**src/rtl/cpu_ctrl_pkg.sv**
```systemverilog
// Shared control-path types and constants for the CPU step sequencer.
package cpu_ctrl_pkg;

  localparam int STEP_W = 3;

  typedef enum logic [1:0] {
    ST_IDLE   = 2'd0,
    ST_RUN    = 2'd1,
    ST_DRAIN  = 2'd2,
    ST_HALTED = 2'd3
  } seq_state_e;

  // Active-low G2 pair of the register-select decoder, both deasserted.
  localparam logic [1:0] DEC_G2_OFF = 2'b11;

endpackage

```
**src/rtl/step_sequencer_rise_detect.sv**
```systemverilog
// Rising-edge detector: registered previous value, pulse valid in the cycle the input is first seen high.
module rise_detect (
  input  logic clk,
  input  logic rst,
  input  logic d,
  output logic pulse
);

  logic prev_q;
  logic prev_d;

  assign prev_d = d;

  always_ff @(posedge clk or posedge rst) begin
    if (rst) begin
      prev_q <= 1'b0;
    end else begin
      prev_q <= prev_d;
    end
  end

  assign pulse = d & ~prev_q;

endmodule

```
**src/rtl/step_sequencer.sv**
```systemverilog
// T-state sequencer driving the register-select decoder: free-run, single-step,
// graceful halt at an instruction boundary and completed-instruction counting.
module step_sequencer
  import cpu_ctrl_pkg::*;
#(
  parameter int MAX_STEP = 5
) (
  input  logic              clk,
  input  logic              rst,
  input  logic              start,
  input  logic              halt,
  input  logic              single_mode,
  input  logic              step_req,
  input  logic              last_step,
  output logic [STEP_W-1:0] step,
  output logic              dec_g1,
  output logic [1:0]        dec_g2,
  output logic              busy,
  output logic              instr_done,
  output logic [7:0]        instr_count
);

  localparam logic [STEP_W-1:0] MAX_S = STEP_W'(MAX_STEP);

  seq_state_e        state_q, state_d;
  logic              active_q, active_d;
  logic [STEP_W-1:0] step_q, step_d;
  logic              done_q, done_d;
  logic [7:0]        count_q, count_d;

  logic step_pulse;
  logic instr_end;
  logic step_en;

  rise_detect u_rise_detect (
    .clk   (clk),
    .rst   (rst),
    .d     (step_req),
    .pulse (step_pulse)
  );

  assign instr_end = active_q & (last_step | (step_q == MAX_S));
  assign step_en   = single_mode ? step_pulse : 1'b1;

  always_comb begin
    state_d  = state_q;
    active_d = 1'b0;
    step_d   = step_q;
    done_d   = 1'b0;
    count_d  = count_q;

    if (active_q) begin
      if (instr_end) begin
        step_d  = '0;
        count_d = count_q + 8'd1;
        done_d  = 1'b1;
      end else begin
        step_d = step_q + 3'd1;
      end
    end

    case (state_q)
      ST_IDLE: begin
        if (halt) begin
          state_d = ST_HALTED;
        end else if (start) begin
          state_d  = ST_RUN;
          active_d = step_en;
        end
      end
      ST_RUN: begin
        active_d = step_en;
        if (halt) state_d = ST_DRAIN;
      end
      // Once draining, only an instruction boundary ends it; halt is no longer looked at.
      ST_DRAIN: begin
        if (instr_end) begin
          state_d = ST_HALTED;
        end else begin
          active_d = step_en;
        end
      end
      ST_HALTED: begin
        if (start && !halt) begin
          state_d  = ST_RUN;
          step_d   = '0;
          active_d = step_en;
        end
      end
      default: state_d = ST_IDLE;
    endcase
  end

  always_ff @(posedge clk or posedge rst) begin
    if (rst) begin
      state_q  <= ST_IDLE;
      active_q <= 1'b0;
      step_q   <= '0;
      done_q   <= 1'b0;
      count_q  <= 8'd0;
    end else begin
      state_q  <= state_d;
      active_q <= active_d;
      step_q   <= step_d;
      done_q   <= done_d;
      count_q  <= count_d;
    end
  end

  assign step        = step_q;
  assign dec_g1      = active_q;
  assign dec_g2      = active_q ? 2'b00 : DEC_G2_OFF;
  assign busy        = (state_q == ST_RUN) || (state_q == ST_DRAIN);
  assign instr_done  = done_q;
  assign instr_count = count_q;

endmodule
```
**config.mk**
```make
export PLATFORM = sky130hd
export DESIGN_NAME = step_sequencer
export DESIGN_NICKNAME = d
export VERILOG_FILES = /design/src/rtl/cpu_ctrl_pkg.sv /design/src/rtl/step_sequencer_rise_detect.sv /design/src/rtl/step_sequencer.sv
export SDC_FILE = /design/constraint.sdc
export NUM_CORES = 1
export LEC_CHECK = 0
export BUFFER_PORTS_ARGS = -buffer_cell sky130_fd_sc_hd__buf_4
export CAP_MARGIN = 25
export CORE_ASPECT_RATIO = 0.7
export CORE_MARGIN = 5
export CORE_UTILIZATION = 45
export DETAILED_ROUTE_END_ITERATION = 8
export GPL_TIMING_DRIVEN = 0
export HOLD_SLACK_MARGIN = 0.12
export PLACE_DENSITY = 0.77
export REMOVE_ABC_BUFFERS = 1
export SYNTH_ARGS = -nofsm -noshare
export SYNTH_HDL_FRONTEND = slang
export SYNTH_SLANG_ARGS = --single-unit
```
**constraint.sdc**
```tcl
create_clock -name clk -period 1.3 [get_ports clk]
set_input_delay 0.13 -clock clk [delete_from_list [all_inputs] [get_ports clk]]
set_output_delay 0.13 -clock clk [all_outputs]
set_load 0.1 [all_outputs]
```
==> reports/qor.yml <==
outcome: "complete, but fails checks"
violations: "negative setup slack"
hold_viol: 0
gp_congestion: 0.7068
fp.dieArea_um2: 2843
hp-class: "input port to register"
worst_slew_pin_slew_ns: 0.6155
io_pins: 23
cts_tree: "yes"
cp-end-kind: "register"
antenna_cells: 0
grt_pass1_wl_um: 3036
detail_route.wirelength_um: 2029
post-route-period-util_pct: 106.9
worstPathArrival_ns: 1.60
yosysSeqAreaShare_pct: 47.69
htree_levels: 1
grt.total_usage_pct: 15.39
die_h_um: 46.14
clkTransAtPathRegs_ns: 0.09
hpwlAfterDp_um: 1215
antenna_found_initial: 0
synth_edf_count: 0
setup_violations: 8
ant_nets: 0
syn_area_per_cell_um2: 11.66
post-place-ws_ns: -0.1238
critical_path_peak_fanout: 4
post-route-worst-setup-slack_ns: -0.08935
initial_core_util_pct: 46.09
grt_max_degree: 17
grt_overflow: 0
areaGrowthSynthToFinish_pct: 55.74
finalClockSkew_ns: 0.003446
fp-row-count: 13
ys.flop_type: "dfrtp_1"
rsz0062_at_grt: "yes"
core_um2: 1822
synth_seq_cells: 16
numCtsBuffers: 3
portBuffers: 22
dr_total_vias: 652
grt_pass1_vias: 619
syn_inst: 72
maxSlewViolCount: 0
clk_path_buf_depth: 2
min_period_ns: 1.389
critPathKind: "register to register"
dr.pass1.iters: 4
worstSetupStartpointType: "register"
finalNetCount: 129
relSlewSlack_pct: 58.92
vias_per_cell: 4.866
die_x_um: 61.63
fmaxAchievable_ghz: 0.7198
critPathRequiredTime_ns: 1.51
synthArstFlopShare_pct: 100.0
syn-cell-area_um2: 839.6
ctsRootBufferMaster: "clkbuf_4"
cts_sinks: 16
drive_gt1_share_pct: 50.00
yosys_warnings: 0
yosysUniqueCellTypes: 22
wire_per_inst_um: 15.14
post-route-drc-count: 0
clock_latency_ns: 0.29
cap_violations: 0
drt_iter0_markers: 12
[state kept, by name (all words and copies together), names as in the netlist]
register              flops
instr_done                1
state_q                   2
dec_g1                    1
step                      3
u_rise_detect.prev_q      1
instr_count               8
[cell usage after synthesis, types with 2 or more instances]
| cell | instances | share of area (%) |
|---|---|---|
| nand2_1 | 4 | 1.8 |
| and3_1 | 2 | 1.5 |
| nand4_1 | 4 | 3.0 |
| o22ai_1 | 2 | 1.5 |
| mux2i_1 | 3 | 3.6 |
| nor2_1 | 6 | 2.7 |
| xor2_1 | 2 | 2.1 |
| dfrtp_1 | 16 | 48 |
| ha_1 | 9 | 13 |
| inv_1 | 5 | 2.2 |
| xnor2_1 | 7 | 7.3 |
| nand2b_1 | 2 | 1.5 |
[area by class of cell]
type                    count  area [µm²]
inverters                   6       30.03
repair buffers             36       314.1
flip-flops and latches     16       401.6
well taps                  22       27.53
clock buffers               4       36.28
fillers                   128       514.2
multi-input cells          50       498.0
[metal layers]
| metal | up-vias | global-route usage (%) | share of wire (%) | wire [µm] |
|---|---|---|---|---|
| li1 | 325 | - | - | - |
| met1 | 304 | 19.10 | 44 | 884 |
| met2 | 21 | 25.89 | 50 | 1015 |
| met3 | 2 | 5.042 | 5.9 | 120 |
| met4 | 0 | 3.814 | 0.39 | 8 |
| met5 | - | 0 | 0 | 0 |
[through the flow]
stage | std cells | util (%) | cell area, µm² | hold WS, ns | TNS (ns)
floorplan | 71 | - | 832.0 | 0.04374 | -17.13
global placement | 115 | 56.25 | 1025 | 0.2346 | -0.2766
detailed placement | 115 | 56.25 | 1025 | 0.2463 | -0.6000
CTS | 128 | 67.58 | 1231 | 0.1668 | -0.1373
global route | 134 | 71.77 | 1308 | 0.2391 | -0.8828
finish | 134 | 71.77 | 1308 | 0.1833 | -0.3531
[cell usage in the layout, fill, tap and decap left out, types with 4 or more instances in the layout]
cell type	n
ha_4	4
buf_4	29
xnor2_1	7
nor2_1	5
ha_1	5
nand4_1	4
dfrtp_1	15
[logic make-up (layout without fill, tap and decap cells)]
logic type	Yosys count	count (layout)	share of synthesized area, %
AO/OA/AOI/OAI	8	8	8.197
adder cells (fa/ha/maj)	9	9	13.41
flip-flops	16	16	47.69
multiplexers	4	4	4.918
buffers and inverters	7	46	3.577
AND/OR/NAND/NOR	19	20	12.82
XOR/XNOR	9	9	9.389
[worst max-delay path, cell delays in order (launching register included)]
cell and delay [ns]:
dfrtp_1 0.43, ha_4 0.18, a21oi_4 0.24, buf_4 0.18, nor2_4 0.04, nand2_1 0.09, xnor2_1 0.14
[what timing repair did]
| item | in CTS | in global routing |
|---|---|---|
| resized for setup | 20 | 8 |
| pin swaps | 3 | 7 |
| buffers inserted | 6 | 5 |
| hold endpoints to repair | 18 | 0 |
| endpoints found under the setup margin | 14 | 14 |
| cloned | 0 | 1 |
| hold buffers | 3 | 0 |
[final timing paths]
| path | start | end | slack (ns) | depth (start not counted) |
|---|---|---|---|---|
| worst max-delay path | step[0] | instr_count[2] | -0.09 | 6 |
| worst min-delay path | halt | state_q[1] | 0.18 | 3 |
| worst max register to register | step[0] | instr_count[2] | -0.09 | 6 |
| worst min register to register | instr_count[7] | instr_count[7] | 0.49 | 1 |
| max in group asynchronous | rst | dec_g1 | 0.38 | 3 |
| min in group asynchronous | rst | instr_count[5] | 0.49 | 3 |
Power is not shown: default switching activity piles up to over one toggle a cycle in this logic, so the estimate is an artifact.
